--- src/rtl/wishbone_arbiter.sv ---
// ============================================================================
// wishbone_arbiter : two-master / one-slave Wishbone classic round-robin arbiter
// Optional slave-hang watchdog compiled in with `define WB_ARB_TIMEOUT_EN
// Revision: 1.0
// ============================================================================
`default_nettype none

module wishbone_arbiter #(
  parameter int TIMEOUT_CYCLES = 255,
  parameter int ADDR_W         = 32,
  parameter int DATA_W         = 64
) (
  input  logic              clk_i,
  input  logic              rst_i,
  input  logic              m0_cyc_i,
  input  logic              m0_stb_i,
  input  logic              m0_we_i,
  input  logic [ADDR_W-1:0] m0_addr_i,
  input  logic [DATA_W-1:0] m0_data_i,
  output logic [DATA_W-1:0] m0_data_o,
  output logic              m0_ack_o,
  output logic              m0_err_o,
  input  logic              m1_cyc_i,
  input  logic              m1_stb_i,
  input  logic              m1_we_i,
  input  logic [ADDR_W-1:0] m1_addr_i,
  input  logic [DATA_W-1:0] m1_data_i,
  output logic [DATA_W-1:0] m1_data_o,
  output logic              m1_ack_o,
  output logic              m1_err_o,
  output logic              s_cyc_o,
  output logic              s_stb_o,
  output logic              s_we_o,
  output logic [ADDR_W-1:0] s_addr_o,
  output logic [DATA_W-1:0] s_data_o,
  input  logic [DATA_W-1:0] s_data_i,
  input  logic              s_ack_i,
  output logic [1:0]        gnt_o
);

  if (TIMEOUT_CYCLES < 1 || TIMEOUT_CYCLES > 65535) begin : g_bad_timeout
    $error("wishbone_arbiter: TIMEOUT_CYCLES must be 1..65535");
  end

`ifdef WB_ARB_TIMEOUT_EN
  typedef enum logic [1:0] {IDLE = 2'd0, GRANT0 = 2'd1, GRANT1 = 2'd2, ABORT = 2'd3} state_t;
  localparam logic [15:0] TO_LAST = 16'(TIMEOUT_CYCLES - 1);
  logic [15:0] cnt_q;
  logic [1:0]  err_q;
`else
  typedef enum logic [1:0] {IDLE = 2'd0, GRANT0 = 2'd1, GRANT1 = 2'd2} state_t;
`endif

  state_t     state_q;
  logic       last_owner_q;
  logic [1:0] gnt_q;
  logic       own_cyc;

  assign own_cyc = gnt_q[1] ? m1_cyc_i : m0_cyc_i;
  assign gnt_o   = gnt_q;

  always_ff @(posedge clk_i) begin
    if (rst_i) begin
      state_q      <= IDLE;
      last_owner_q <= 1'b1;
      gnt_q        <= 2'b00;
`ifdef WB_ARB_TIMEOUT_EN
      cnt_q        <= 16'd0;
      err_q        <= 2'b00;
`endif
    end else begin
`ifdef WB_ARB_TIMEOUT_EN
      err_q <= 2'b00;
`endif
      case (state_q)
        IDLE: begin
          // On a tie, the master that did not own the bus last goes first.
          if (m0_cyc_i && (!m1_cyc_i || last_owner_q)) begin
            state_q <= GRANT0;
            gnt_q   <= 2'b01;
`ifdef WB_ARB_TIMEOUT_EN
            cnt_q   <= 16'd0;
`endif
          end else if (m1_cyc_i) begin
            state_q <= GRANT1;
            gnt_q   <= 2'b10;
`ifdef WB_ARB_TIMEOUT_EN
            cnt_q   <= 16'd0;
`endif
          end
        end
        GRANT0, GRANT1: begin
          if (!own_cyc) begin
            state_q      <= IDLE;
            gnt_q        <= 2'b00;
            last_owner_q <= gnt_q[1];
          end
`ifdef WB_ARB_TIMEOUT_EN
          else if (s_ack_i) begin
            cnt_q <= 16'd0;
          end else if (s_stb_o) begin
            cnt_q <= cnt_q + 16'd1;
            if (cnt_q == TO_LAST) begin
              state_q <= ABORT;
              err_q   <= gnt_q;
            end
          end
`endif
        end
`ifdef WB_ARB_TIMEOUT_EN
        ABORT: begin
          if (!own_cyc) begin
            state_q      <= IDLE;
            gnt_q        <= 2'b00;
            last_owner_q <= gnt_q[1];
          end
        end
`endif
        default: begin
          state_q <= IDLE;
          gnt_q   <= 2'b00;
        end
      endcase
    end
  end

  // Bus routing follows the registered state; ack is only forwarded while the owner holds cyc.
  always_comb begin
    s_cyc_o   = 1'b0;
    s_stb_o   = 1'b0;
    s_we_o    = 1'b0;
    s_addr_o  = '0;
    s_data_o  = '0;
    m0_ack_o  = 1'b0;
    m1_ack_o  = 1'b0;
    m0_data_o = '0;
    m1_data_o = '0;
    case (state_q)
      GRANT0: begin
        s_cyc_o   = m0_cyc_i;
        s_stb_o   = m0_stb_i;
        s_we_o    = m0_we_i;
        s_addr_o  = m0_addr_i;
        s_data_o  = m0_data_i;
        m0_ack_o  = s_ack_i & m0_cyc_i;
        m0_data_o = s_data_i;
      end
      GRANT1: begin
        s_cyc_o   = m1_cyc_i;
        s_stb_o   = m1_stb_i;
        s_we_o    = m1_we_i;
        s_addr_o  = m1_addr_i;
        s_data_o  = m1_data_i;
        m1_ack_o  = s_ack_i & m1_cyc_i;
        m1_data_o = s_data_i;
      end
      default: ;
    endcase
  end

`ifdef WB_ARB_TIMEOUT_EN
  assign m0_err_o = err_q[0];
  assign m1_err_o = err_q[1];
`else
  assign m0_err_o = 1'b0;
  assign m1_err_o = 1'b0;
`endif

endmodule

`default_nettype wire

--- config.mk ---
export PLATFORM = sky130hd
export DESIGN_NAME = wishbone_arbiter
export DESIGN_NICKNAME = d
export VERILOG_FILES = /design/src/rtl/wishbone_arbiter.sv
export SDC_FILE = /design/constraint.sdc
export NUM_CORES = 1
export LEC_CHECK = 0
export CORE_AREA = 2 2 196 198
export DETAILED_ROUTE_END_ITERATION = 8
export DIE_AREA = 0 0 198 200
export PLACE_DENSITY = 0.35
export SLEW_MARGIN = 25
export SYNTH_ARGS = -nofsm -noshare
export SYNTH_HDL_FRONTEND = slang
export SYNTH_SLANG_ARGS = --single-unit
--- constraint.sdc ---
create_clock -name clk_i -period 2.2 [get_ports clk_i]
set_input_delay 0.66 -clock clk_i [delete_from_list [all_inputs] [get_ports clk_i]]
set_output_delay 0.66 -clock clk_i [all_outputs]
set_load 0.05 [all_outputs]
==> flow_summary.toml, run 1 <==
[final_layout]
n_fill_cell = 3749
fin_util = 0.347
final_layout_size_suffix_gt1_frac = 0.661
final_nets = 1191
syn2layout_area_growth_pct = 385
final_cell_area_mm2 = 0.0130

[worst_setup_path]
crit_fanout = 17
cp_slowest_stage_delay_ps = 340
worstSetupEndpointType = "output port"
cp_top_family = "buffers and inverters"
cp.arrival_ps = 1680
cp-start-kind = "register"
cp_cell_sequence = "buf_4 -> ha_4 -> buf_12 -> buf_4 -> a22oi_2 -> nor2b_4 -> buf_12"
cp_num_buf_inv = 4
crit_required_ps = 1540
cp_slowest_cell = "dfxtp_4"
worstSetupPathType = "reg2out"

[sta]
final_hold_viol_count = 0
finalCriticalPeriod_ps = 2340
skew_ps = 0.695
slew_viol_final = 0
fin_ws_ps = -139
max_freq_mhz = 427
fin_crit_sh = 1.06
final.setup.tns_ps = -10060
setup_viol = 119
holdWs_ps = 521
rsz0062_at_grt = "yes"

[placement]
dp_hpwl_mm = 23.0
io_buffers = 495
routabilityCongestion = 0.754
dpl_cell_area_mm2 = 0.0113

[synthesis]
syn_inst = 403
synth_top_area_cell = "and2_1"
ys_ff_latch = 3
synth_seq_area_share = 0.0224
synthesis.area_mm2 = 0.00268
yosys_warnings = 0
synth_top_area_frac = 0.299
yosys-top-cells-area = "and2_1 30%, a22oi_1 28%, nor2b_1 24%, buf_2 6.4%, dfxtp_1 2.2%"
syn_area_per_cell_um2 = 6.64
synth_cell_type_count = 22

[drt]
ant_nets = 0
routed_wl_mm = 29.0
vias_per_cell = 3.51
drc = 0
vias = 5034
firstDrtPassIters = 4
wl_per_cell_um = 20.2
drt_iter0_drc = 92

[pwr]
powerDensity_mw_per_mm2 = 752
ir_worst_vdd_uv = 327
power_uw = 9760
leakagePower_uw = 0.00471

[grt]
grt_max_degree = 34
antenna_found_initial = 2
grt_usage = 0.137
grt_overflow = 0
grt_pass1_wl_mm = 39.4
grt_pass1_vias = 5271

[floorplan]
core_region_area_mm2 = 0.0374
die_h_um = 200
row_count = 71
die_x_um = 198
start_util = 0.0716
die-area_mm2 = 0.0396
io_pins = 498

[clocking]
cts.sinks = 3
cts_tree = "done"
htreeDepth = 1
cts-root-buf = "clkbuf_16"
cts_hold_buf = 0
clockBufferDepth = 2
numCtsBuffers = 3
clk_latency_ps = 230
cts.clk_slew.worst_paths_ps = 30

[min_path]
hold_path.class = "reg2reg"

[outcome]
status = "complete, but fails checks"
violations = "setup timing"

[job]
drv_cap = 0
final timing paths:
check / start / end / slack, ps / cells after the start
max: gnt_o[0] / s_data_o[48] / -140 / 7
min: last_owner_q / last_owner_q / 520 / 2
max reg2reg: gnt_o[0] / gnt_o[0] / 490 / 8
min reg2reg: last_owner_q / last_owner_q / 520 / 2
cells in the final DEF, fill, tap and decap left out, drive strengths merged:
cell,n
and2,128
diode,1
conb,2
inv,4
nor2b,101
and3,2
a32oi,1
or2b,1
dfxtp,3
a21oi,2
buf,295
o21bai,1
mux2i,2
dlygate4sd2,3
dlymetal6s2s,3
a22oi,99
clkdlybuf4s50,258
clkbuf,7
ha,4
nand3b,1
mux2,1
nand2b,2
o21ai,1
layout make-up:
type	count	area [um^2]	area share
tap	511	639	0.0493
antenna	1	2.50	0.000193
clock buffer	4	78.8	0.00607
inverter	4	17.5	0.00135
sequential	3	67.6	0.00521
multi-input combinational	348	3780	0.291
timing repair buffer	562	8390	0.647
repair_timing:
item | CTS | global route
endpoints found under the setup margin | 228 | 214
endpoints found under the hold margin | 0 | 0
setup buffers | 12 | 0
pin swaps | 12 | 19
cloned | 15 | 3
resized for setup | 218 | 91
per-layer routing:
layer  global-route usage  wire length [um]  share of wire  up-vias
met2                0.273             16600           0.57      162
met1                0.157             10800           0.37     2445
met3               0.0286              1580          0.055        4
li1                     -                 -              -     2423
met5                    0                 0              0        -
met4              0.00334                29         0.0010        0
synthesized netlist by cell type, drive strengths merged:
library cell / instances
and2: 128
nor2b: 101
a22oi: 99
buf: 38
clkbuf: 11
ha: 4
inv: 4
dfxtp: 3
a21oi: 2
and3: 2
mux2i: 2
nand2b: 2
a32oi: 1
conb: 1
mux2: 1
nand3b: 1
o21ai: 1
o21bai: 1
or2b: 1
worst min-delay path, delay by kind of cell (launching register included):
kind / cells / cell delay [ps]
AO/OA/AOI/OAI: 2 / 150
flip-flops: 1 / 340
metrics by stage:
stage	instances	setup slack [ps]
2_1_floorplan	404	-101
3_3_place_gp	1402	-270
3_5_place_dp	1402	-269
4_1_cts	1432	-181
5_1_grt	1432	-199
6_report	1433	-139
power breakdown:
group	internal [uW]	leakage [uW]	switching [uW]
Clock	239	0.0000382	51.2
Combinational	4980	0.00464	4390
Sequential	75.4	0.0000261	18.6
Total	5300	0.00471	4460
state kept, by name, indices dropped and copies added (netlist names):
register,cells
gnt_o,2
last_owner_q,1
kinds of logic after synthesis:
family	synth area share
AO/OA/AOI/OAI	0.296
adder cells (fa/ha/maj)	0.0187
buffers and inverters	0.0977
flip-flops	0.0224
multiplexers	0.0131
other	0.00140
AND/OR/NAND/NOR	0.550
Note: power is estimated with default switching activity, not from simulation.
==> run 2: changes to the inputs <==
--- a/config.mk
+++ b/config.mk
@@ -9,7 +9,8 @@
 export DETAILED_ROUTE_END_ITERATION = 8
 export DIE_AREA = 0 0 198 200
 export PLACE_DENSITY = 0.35
-export SLEW_MARGIN = 25
+export SKIP_CTS_REPAIR_TIMING = 1
+export SLEW_MARGIN = 20
 export SYNTH_ARGS = -nofsm -noshare
 export SYNTH_HDL_FRONTEND = slang
 export SYNTH_SLANG_ARGS = --single-unit
==> flow_summary.toml, run 2 (same netlist as run 1, synthesis figures left out) <==
[outcome]
status = "complete, but fails checks"
violations = "setup timing"

[clocking]
cts-root-buf = "clkbuf_16"
htreeDepth = 1
cts.clk_slew.worst_paths_ps = 30
clockBufferDepth = 2
cts.sinks = 3
numCtsBuffers = 3
clk_latency_ps = 220
cts_tree = "done"

[grt]
grt_pass1_vias = 4836
grt_overflow = 0
grt_max_degree = 47
grt_pass1_wl_mm = 35.9
antenna_found_initial = 4
grt_usage = 0.124

[worst_setup_path]
cp.arrival_ps = 1680
cp_top_family = "buffers and inverters"
worstSetupEndpointType = "output port"
cp_slowest_stage_delay_ps = 340
cpMostUsedCell = "buf_12"
cp_slowest_cell = "dfxtp_4"
crit_fanout = 11
cp_num_buf_inv = 5
worstSetupPathType = "reg2out"
cp_cell_sequence = "inv_4 -> buf_6 -> ha_4 -> buf_12 -> buf_8 -> nor2b_4 -> buf_12"
crit_required_ps = 1540
cp-start-kind = "register"

[pwr]
leakagePower_uw = 0.00466
ir_worst_vdd_uv = 394
powerDensity_mw_per_mm2 = 746

[final_layout]
final_layout_size_suffix_gt1_frac = 0.655
layout_commonest_cell = "clkdlybuf4s50_1"
final_cell_mix = "258 x clkdlybuf4s50_1, 246 x buf_12, 99 x nor2b_4"
final-instance-count-excl-fill = 1434
syn2layout_area_growth_pct = 379
fin_util = 0.343
n_fill_cell = 3767
multi_input_area_mm2 = 0.00375
regArea_um2 = 67.6
largest_reg_flops = 2
final_nets = 1190

[sta]
final_hold_viol_count = 0
skew_ps = 0.394
fin_crit_sh = 1.06
slew_viol_final = 0
finalCriticalPeriod_ps = 2340
max_freq_mhz = 428
fin_ws_ps = -137
setup_viol = 143
holdWs_ps = 522
rsz0062_at_grt = "yes"

[drt]
vias_per_cell = 3.50
firstDrtPassIters = 4
drc = 0
routed_wl_mm = 29.4
vias = 5013
drt_iter0_drc = 103
wl_per_cell_um = 20.5
ant_nets = 0

[floorplan]
start_util = 0.0716
io_pins = 498
die_x_um = 198
die-area_mm2 = 0.0396
row_count = 71
core_region_area_mm2 = 0.0374
die_h_um = 200

[min_path]
hold_path.class = "reg2reg"

[placement]
routabilityCongestion = 0.754
io_buffers = 495
dp_hpwl_mm = 23.0
place_inst = 1402

[job]
drv_cap = 0
run 2: cell count changes in the layout (fill, tap and decap cells not counted), sizes merged:
cell	before	now
dlygate4sd2	3	0
clkbuf	7	17
dlymetal6s2s	3	6
diode	1	3
buf	295	284
run 2: final cells by class:
class,instances,share of cell area
Tap cell,511,0.0499
Clock buffer,4,0.00615
Sequential cell,3,0.00527
Multi-Input combinational cell,348,0.293
Inverter,4,0.00137
Antenna cell,3,0.000586
Timing Repair Buffer,561,0.644
run 2: routing by layer:
metal	share of wire	wire, um	track usage	up-vias
met5	0	0	0	-
met4	0.0048	142	0.00334	0
met3	0.058	1690	0.0287	10
met2	0.56	16500	0.246	169
met1	0.38	11100	0.140	2413
li1	-	-	-	2421
run 2: metrics by stage:
step	cell area (um^2)	TNS [ps]	setup slack (ps)	total power, uW
2_1_floorplan	3180	-7100	-101	3780
3_3_place_gp	11300	-1900	-270	7640
3_5_place_dp	11300	-1870	-269	7600
4_1_cts	11400	-26650	-271	7920
5_1_grt	12800	-22310	-209	9940
6_report	12800	-12910	-137	9560
run 2: tightest hold or removal path: stages, from the launching register on:
cell and delay, ps:
dfxtp_1 340, a21oi_1 50, o21bai_1 100
run 2: worst paths after layout:
kind / slack, ps / start / depth (start not counted) / end
worst max register to register: 480 / gnt_o[0] / 8 / gnt_o[0]
worst min register to register: 520 / last_owner_q / 2 / last_owner_q
worst min-delay path: 520 / last_owner_q / 2 / last_owner_q
worst max-delay path: -140 / gnt_o[0] / 7 / s_data_o[42]
run 2: where the power goes:
| group | internal, uW | switching (uW) |
|---|---|---|
| Sequential | 75.4 | 18.5 |
| Clock | 239 | 51.7 |
| Combinational | 4770 | 4400 |
